**src/rtl/seq_pkg.sv**
```systemverilog
// Shared encodings for the datapath sequencer: FSM states, instruction fields and op codes.
package seq_pkg;

    localparam int unsigned INSTR_W = 24;
    localparam int unsigned DATA_W  = 8;
    localparam int unsigned OP_W    = 4;
    localparam int unsigned REG_W   = 2;
    localparam int unsigned CLS_W   = 2;
    localparam int unsigned RET_W   = 16;

    // Instruction field bit positions
    localparam int unsigned CLS_HI = 23;
    localparam int unsigned CLS_LO = 22;
    localparam int unsigned OP_HI  = 21;
    localparam int unsigned OP_LO  = 18;
    localparam int unsigned DA_HI  = 17;
    localparam int unsigned DA_LO  = 16;
    localparam int unsigned AA_HI  = 15;
    localparam int unsigned AA_LO  = 14;
    localparam int unsigned BA_HI  = 13;
    localparam int unsigned BA_LO  = 12;
    localparam int unsigned IMM_HI = 7;
    localparam int unsigned IMM_LO = 0;

    typedef enum logic [2:0] {
        S_FETCH  = 3'd0,
        S_DECODE = 3'd1,
        S_OPRD   = 3'd2,
        S_ALU    = 3'd3,
        S_MEM    = 3'd4,
        S_WB     = 3'd5,
        S_BRANCH = 3'd6,
        S_HALT   = 3'd7
    } state_t;

    // Instruction classes
    localparam logic [CLS_W-1:0] CLS_ALU_REG = 2'b00;
    localparam logic [CLS_W-1:0] CLS_ALU_IMM = 2'b01;
    localparam logic [CLS_W-1:0] CLS_MEM     = 2'b10;
    localparam logic [CLS_W-1:0] CLS_CTRL    = 2'b11;

    // Memory-class ops
    localparam logic [OP_W-1:0] OP_LD = 4'b0000;
    localparam logic [OP_W-1:0] OP_ST = 4'b0001;

    // Control-class ops
    localparam logic [OP_W-1:0] OP_JMP  = 4'b0000;
    localparam logic [OP_W-1:0] OP_BZ   = 4'b0001;
    localparam logic [OP_W-1:0] OP_BN   = 4'b0010;
    localparam logic [OP_W-1:0] OP_HALT = 4'b0011;

    localparam logic [OP_W-1:0] FS_PASS = 4'b0000;

    // True for the two classes that write an ALU result back
    function automatic logic isAluClass(input logic [CLS_W-1:0] cls);
        return (cls == CLS_ALU_REG) || (cls == CLS_ALU_IMM);
    endfunction

endpackage

```
**src/rtl/seq_decode.sv**
```systemverilog
// Combinational control-word decode from FSM state and the latched instruction.
module seq_decode
    import seq_pkg::*;
(
    input  state_t              state,
    input  logic [INSTR_W-1:0]  ir,
    output logic                rw_c,
    output logic                mb_c,
    output logic                md_c,
    output logic [REG_W-1:0]    da_c,
    output logic [REG_W-1:0]    aa_c,
    output logic [REG_W-1:0]    ba_c,
    output logic [OP_W-1:0]     fs_c,
    output logic [DATA_W-1:0]   con_c,
    output logic                memRd_c,
    output logic                memWr_c,
    output logic                illegal_c
);

    logic [CLS_W-1:0] cls;
    logic [OP_W-1:0]  op;
    logic             isLd;
    logic             isSt;
    logic             unusedRsvd;

    assign cls        = ir[CLS_HI:CLS_LO];
    assign op         = ir[OP_HI:OP_LO];
    assign isLd       = (cls == CLS_MEM) && (op == OP_LD);
    assign isSt       = (cls == CLS_MEM) && (op == OP_ST);
    // Reserved instruction bits carry no meaning
    assign unusedRsvd = ^ir[11:8];

    // Register selects always follow IR; strobes only fire in their owning state
    always_comb begin
        rw_c      = 1'b0;
        md_c      = 1'b0;
        memRd_c   = 1'b0;
        memWr_c   = 1'b0;
        illegal_c = 1'b0;
        da_c      = ir[DA_HI:DA_LO];
        aa_c      = ir[AA_HI:AA_LO];
        ba_c      = ir[BA_HI:BA_LO];
        mb_c      = (cls == CLS_ALU_IMM);
        con_c     = (cls == CLS_ALU_IMM) ? ir[IMM_HI:IMM_LO] : DATA_W'(0);
        fs_c      = isAluClass(cls) ? op : FS_PASS;
        case (state)
            S_WB: begin
                rw_c = 1'b1;
                md_c = isLd;
            end
            S_MEM: begin
                memRd_c   = isLd;
                memWr_c   = isSt;
                illegal_c = (cls == CLS_MEM) && !isLd && !isSt;
            end
            S_BRANCH: begin
                illegal_c = (cls == CLS_CTRL) && (op > OP_HALT);
            end
            default: begin
            end
        endcase
    end

endmodule

```
**src/rtl/datapath_sequencer.sv**
```systemverilog
// Multi-cycle control unit: fetch/decode FSM, PC, IR, flags and retired counter.
module datapath_sequencer
    import seq_pkg::*;
#(
    parameter int unsigned     PC_W     = 8,
    parameter logic [PC_W-1:0] RESET_PC = PC_W'(0)
) (
    input  logic                clk,
    input  logic                rst_n,
    input  logic                run_i,
    output logic [PC_W-1:0]     imem_addr_o,
    input  logic [INSTR_W-1:0]  imem_data_i,
    input  logic [DATA_W-1:0]   f_i,
    output logic                RW,
    output logic                MB,
    output logic                MD,
    output logic [REG_W-1:0]    DA,
    output logic [REG_W-1:0]    AA,
    output logic [REG_W-1:0]    BA,
    output logic [OP_W-1:0]     FS,
    output logic [DATA_W-1:0]   Con_out,
    output logic                mem_rd_o,
    output logic                mem_wr_o,
    output logic                halted_o,
    output logic                illegal_o,
    output logic [1:0]          flags_o,
    output logic [RET_W-1:0]    retired_o
);

    state_t             state;
    state_t             nextState;
    logic [PC_W-1:0]    pc;
    logic [INSTR_W-1:0] ir;
    logic               flagN;
    logic               flagZ;
    logic [RET_W-1:0]   retired;
    logic               retire;
    logic               branchTaken;
    logic [CLS_W-1:0]   irCls;
    logic [OP_W-1:0]    irOp;
    logic [CLS_W-1:0]   fetchCls;

    assign irCls    = ir[CLS_HI:CLS_LO];
    assign irOp     = ir[OP_HI:OP_LO];
    assign fetchCls = imem_data_i[CLS_HI:CLS_LO];

    // State register; reset aborts any instruction in flight
    always_ff @(posedge clk or negedge rst_n) begin
        if (!rst_n) begin
            state <= S_FETCH;
        end else begin
            state <= nextState;
        end
    end

    // Next-state, retirement and branch resolution
    always_comb begin
        nextState   = state;
        retire      = 1'b0;
        branchTaken = 1'b0;
        case (state)
            S_FETCH: begin
                if (run_i) begin
                    nextState = S_DECODE;
                end
            end
            S_DECODE: begin
                // IR is still loading, so route on the ROM word directly
                nextState = (fetchCls == CLS_CTRL) ? S_BRANCH : S_OPRD;
            end
            S_OPRD: begin
                nextState = (irCls == CLS_MEM) ? S_MEM : S_ALU;
            end
            S_ALU: begin
                nextState = S_WB;
            end
            S_MEM: begin
                if (irOp == OP_LD) begin
                    nextState = S_WB;
                end else begin
                    nextState = S_FETCH;
                    retire    = 1'b1;
                end
            end
            S_WB: begin
                nextState = S_FETCH;
                retire    = 1'b1;
            end
            S_BRANCH: begin
                retire      = 1'b1;
                nextState   = (irOp == OP_HALT) ? S_HALT : S_FETCH;
                branchTaken = (irOp == OP_JMP)
                           || ((irOp == OP_BZ) && flagZ)
                           || ((irOp == OP_BN) && flagN);
            end
            S_HALT: begin
                nextState = S_HALT;
            end
            default: begin
                nextState = S_FETCH;
            end
        endcase
    end

    // PC and IR: latch the ROM word and advance in decode, redirect on a taken branch
    always_ff @(posedge clk or negedge rst_n) begin
        if (!rst_n) begin
            pc <= RESET_PC;
            ir <= INSTR_W'(0);
        end else if (state == S_DECODE) begin
            ir <= imem_data_i;
            pc <= pc + PC_W'(1);
        end else if (branchTaken) begin
            pc <= PC_W'(ir[IMM_HI:IMM_LO]);
        end
    end

    // Flags follow only ALU-class write-backs
    always_ff @(posedge clk or negedge rst_n) begin
        if (!rst_n) begin
            flagN <= 1'b0;
            flagZ <= 1'b0;
        end else if ((state == S_WB) && isAluClass(irCls)) begin
            flagZ <= (f_i == DATA_W'(0));
            flagN <= f_i[DATA_W-1];
        end
    end

    // Retired-instruction counter, wraps naturally
    always_ff @(posedge clk or negedge rst_n) begin
        if (!rst_n) begin
            retired <= RET_W'(0);
        end else if (retire) begin
            retired <= retired + RET_W'(1);
        end
    end

    seq_decode u_decode (
        .state     (state),
        .ir        (ir),
        .rw_c      (RW),
        .mb_c      (MB),
        .md_c      (MD),
        .da_c      (DA),
        .aa_c      (AA),
        .ba_c      (BA),
        .fs_c      (FS),
        .con_c     (Con_out),
        .memRd_c   (mem_rd_o),
        .memWr_c   (mem_wr_o),
        .illegal_c (illegal_o)
    );

    assign imem_addr_o = pc;
    assign halted_o    = (state == S_HALT);
    assign flags_o     = {flagN, flagZ};
    assign retired_o   = retired;

endmodule

```
**config.mk**
```make
export PLATFORM = sky130hd
export DESIGN_NAME = datapath_sequencer
export DESIGN_NICKNAME = d
export VERILOG_FILES = /design/src/rtl/seq_pkg.sv /design/src/rtl/seq_decode.sv /design/src/rtl/datapath_sequencer.sv
export SDC_FILE = /design/constraint.sdc
export NUM_CORES = 1
export LEC_CHECK = 0
export BUFFER_PORTS_ARGS = -buffer_cell sky130_fd_sc_hd__buf_2
export CORE_MARGIN = 2
export CORE_UTILIZATION = 50
export CTS_BUF_LIST = sky130_fd_sc_hd__clkbuf_16
export CTS_CLUSTER_DIAMETER = 80
export DETAILED_ROUTE_END_ITERATION = 6
export GPL_TIMING_DRIVEN = 0
export HOLD_SLACK_MARGIN = 0.03
export PLACE_DENSITY = 0.78
export SLEW_MARGIN = 20
export SYNTH_ARGS = -nofsm -noshare
export SYNTH_HDL_FRONTEND = slang
export SYNTH_HIERARCHICAL = 1
export SYNTH_SLANG_ARGS = --single-unit
export TNS_END_PERCENT = 1
```
**constraint.sdc**
```tcl
create_clock -name clk -period 2.5 [get_ports clk]
set_input_delay 0.125 -clock clk [delete_from_list [all_inputs] [get_ports clk]]
set_output_delay 0.125 -clock clk [all_outputs]
set_load 0.005 [all_outputs]
```
==> flow_metrics.py <==
metrics = {
    "timing": {
        "rsz0062_at_grt": "no",
        "tns_ps": 0,
        "worstMarginPinSlew_ps": 628,
        "finalSetupViolCount": 0,
        "period_minus_slack_ps": 2020,
        "clock_skew_ps": 7.55,
        "max_slew_margin": 0.581,
        "whs_ps": 28.7,
        "final_max_slew_viol_count": 0,
        "fmax_ghz": 0.495,
        "finalCritPeriodShare": 0.808,
        "finalHoldViolCount": 0,
    },
    "worst_setup_path": {
        "r2r_slack_ps": 480,
        "worst-path-buf-inv": 1,
        "cp_slowest_cell": "o41ai_4",
        "max_stage_delay_ps": 470,
        "cp_top_family": "compound AO/OA/AOI/OAI gates",
        "cp.required_ps": 2670,
        "timing.rr.end": "retired_o[1]",
        "critPathLaunchType": "register",
        "cp.arrival_ps": 2190,
        "path_cells": "or3_4 -> o41ai_4 -> buf_6 -> mux2_4",
        "cp_max_fo": 10,
        "critical_path_class": "register to register",
        "reg2reg_depth": 4,
        "worstReg2RegStart": "state[0]",
        "crit_path_end_kind": "register",
    },
    "pwr": {
        "p_clk_frac": 0.199,
        "p_leak_nw": 1.75,
        "power.density_nw_per_um2": 1130,
        "power_frac_seq": 0.389,
        "ir_drop_mv": 0.502,
        "p_int_mw": 2.31,
        "switching_power_mw": 1.48,
        "switching_share": 0.391,
        "combPwrFrac": 0.412,
    },
    "routing": {
        "drtIter0Drc": 135,
        "vias": 2415,
        "drtAntennaViolNets": 0,
        "drc": 0,
        "viasPerCell": 5.37,
        "wl_per_cell_um": 14.0,
        "routed_wl_mm": 6.30,
        "drt-pass1-iter-count": 4,
    },
    "finish": {
        "syn_to_final_growth_pct": 27.4,
        "drive_above_1_share": 0.311,
        "fin_nets": 416,
        "fin_cells": 450,
        "n_antenna_cell": 0,
        "nFillCells": 434,
    },
    "min_path": {
        "holdPathStages": 3,
        "min_to": "ir[20]",
        "min_path_type": "primary input to register",
        "hold_start": "imem_data_i[20]",
    },
    "grt": {
        "grt_use_total": 0.219,
        "grt_first_pass_wirelength_mm": 10.5,
        "grt_max_degree": 50,
        "grt_pass1_vias": 2309,
        "overflow": 0,
        "antenna_found_initial": 0,
    },
    "clock_network": {
        "post_cts_buffers": 0,
        "clkSlewWorstSetupHoldPaths_ps": 70,
        "numCtsBuffers": 5,
        "clkLatencyLatePin_ps": 290,
        "cts_root_buffer": "clkbuf_16",
        "ctsLongestPathBuffers": 2,
        "cts_hold_buf": 5,
        "htreeDepth": 2,
        "cts_num_sinks": 49,
        "cts_tree": "built",
        "post_cts_resized": 0,
    },
    "yosys": {
        "syn_nets": 322,
        "synth_area_um2": 2620,
        "yosysWarnings": 6,
        "avgSynthCellArea_um2": 9.21,
        "syn_inst": 285,
    },
    "run_status": {
        "status": "complete, no violations",
    },
    "placed_design": {
        "gp_congestion": 0.816,
        "post-place-cells": 436,
        "hpwl_mm": 4.39,
        "io_buffers": 81,
    },
    "die": {
        "die_area_um2": 5840,
        "initial_core_util": 0.517,
        "dieHeight_um": 76.4,
        "coreArea_um2": 5070,
        "pin_count": 86,
        "die_x_um": 76.4,
        "std_cell_rows": 26,
    },
    "flow_run": {
        "maxCapViolCount": 0,
    },
}
[area by class of cell]
type | count | area, µm² | share of cell area
clock inverter | 3 | 37.5 | 0.0112
multi-input combinational | 213 | 1250 | 0.374
sequential | 49 | 1230 | 0.367
clock buffer | 5 | 125 | 0.0374
buffer | 20 | 135 | 0.0404
timing repair buffer | 87 | 468 | 0.140
inverter | 3 | 11.3 | 0.00337
tap | 70 | 87.6 | 0.0262
[metal layers]
metal,wire [µm],GRT usage,share of wire
met5,0,0,0
met4,110,0.0818,0.017
met3,354,0.0462,0.056
met2,3140,0.373,0.50
met1,2690,0.275,0.43
[flip-flops by register name, summed over array words and instances (netlist names)]
| signal | count |
|---|---|
| retired_o | 16 |
| flagN | 1 |
| state | 3 |
| imem_addr_o | 8 |
| flagZ | 1 |
| ir | 20 |
[power by group through the flow]
stage	sequential, mW	combinational (mW)	clock (mW)
6_report	1.47	1.56	0.753
2_1_floorplan	1.39	1.07	0
3_3_place_gp	1.46	1.52	0
4_1_cts	1.47	1.57	0.761
5_1_grt	1.53	1.73	0.802
3_5_place_dp	1.48	1.55	0
[placed cells by master, fill, tap and decap left out, types with 2 or more instances in the layout]
master / n
a211oi_1: 3
nand2_1: 77
nand3_1: 15
buf_2: 87
a21oi_1: 3
nor4_1: 8
buf_4: 9
and4_1: 2
nand4_1: 4
inv_1: 4
nor3b_2: 2
dfrtp_1: 49
clkbuf_16: 5
dlygate4sd3_1: 6
a211o_1: 2
ha_1: 2
and3_1: 2
o211ai_1: 2
xnor2_1: 4
nor2_1: 14
nor3_1: 11
o21ai_0: 6
clkbuf_1: 2
xor2_1: 14
and2_1: 9
nor2b_1: 9
mux2_2: 2
[per-stage QoR]
step / cell area [µm²] / setup slack [ps] / utilization / power (mW)
6_report: 3340 / 481 / 0.659 / 3.78
5_1_grt: 3340 / 404 / 0.659 / 4.06
4_1_cts: 3330 / 468 / 0.656 / 3.80
3_5_place_dp: 3120 / 478 / 0.614 / 3.03
3_3_place_gp: 3120 / 491 / 0.614 / 2.98
2_1_floorplan: 2620 / 700 / - / 2.46
[worst max path at each step]
stage	startpoint	endpoint	slack (ps)	depth (start not counted)
CTS	state[0]	retired_o[1]	470	4
finish	state[0]	retired_o[1]	480	4
detailed placement	state[0]	retired_o[1]	480	4
floorplan	state[0]	retired_o[1]	700	4
global route	state[0]	retired_o[1]	400	4
global placement	state[0]	retired_o[1]	490	4
[worst min-delay path, cell delays in order]
cell and delay [ps]:
buf_2 70, nand2_1 40, nand2_1 50
No activity file was read; power rests on OpenSTA's default activity.
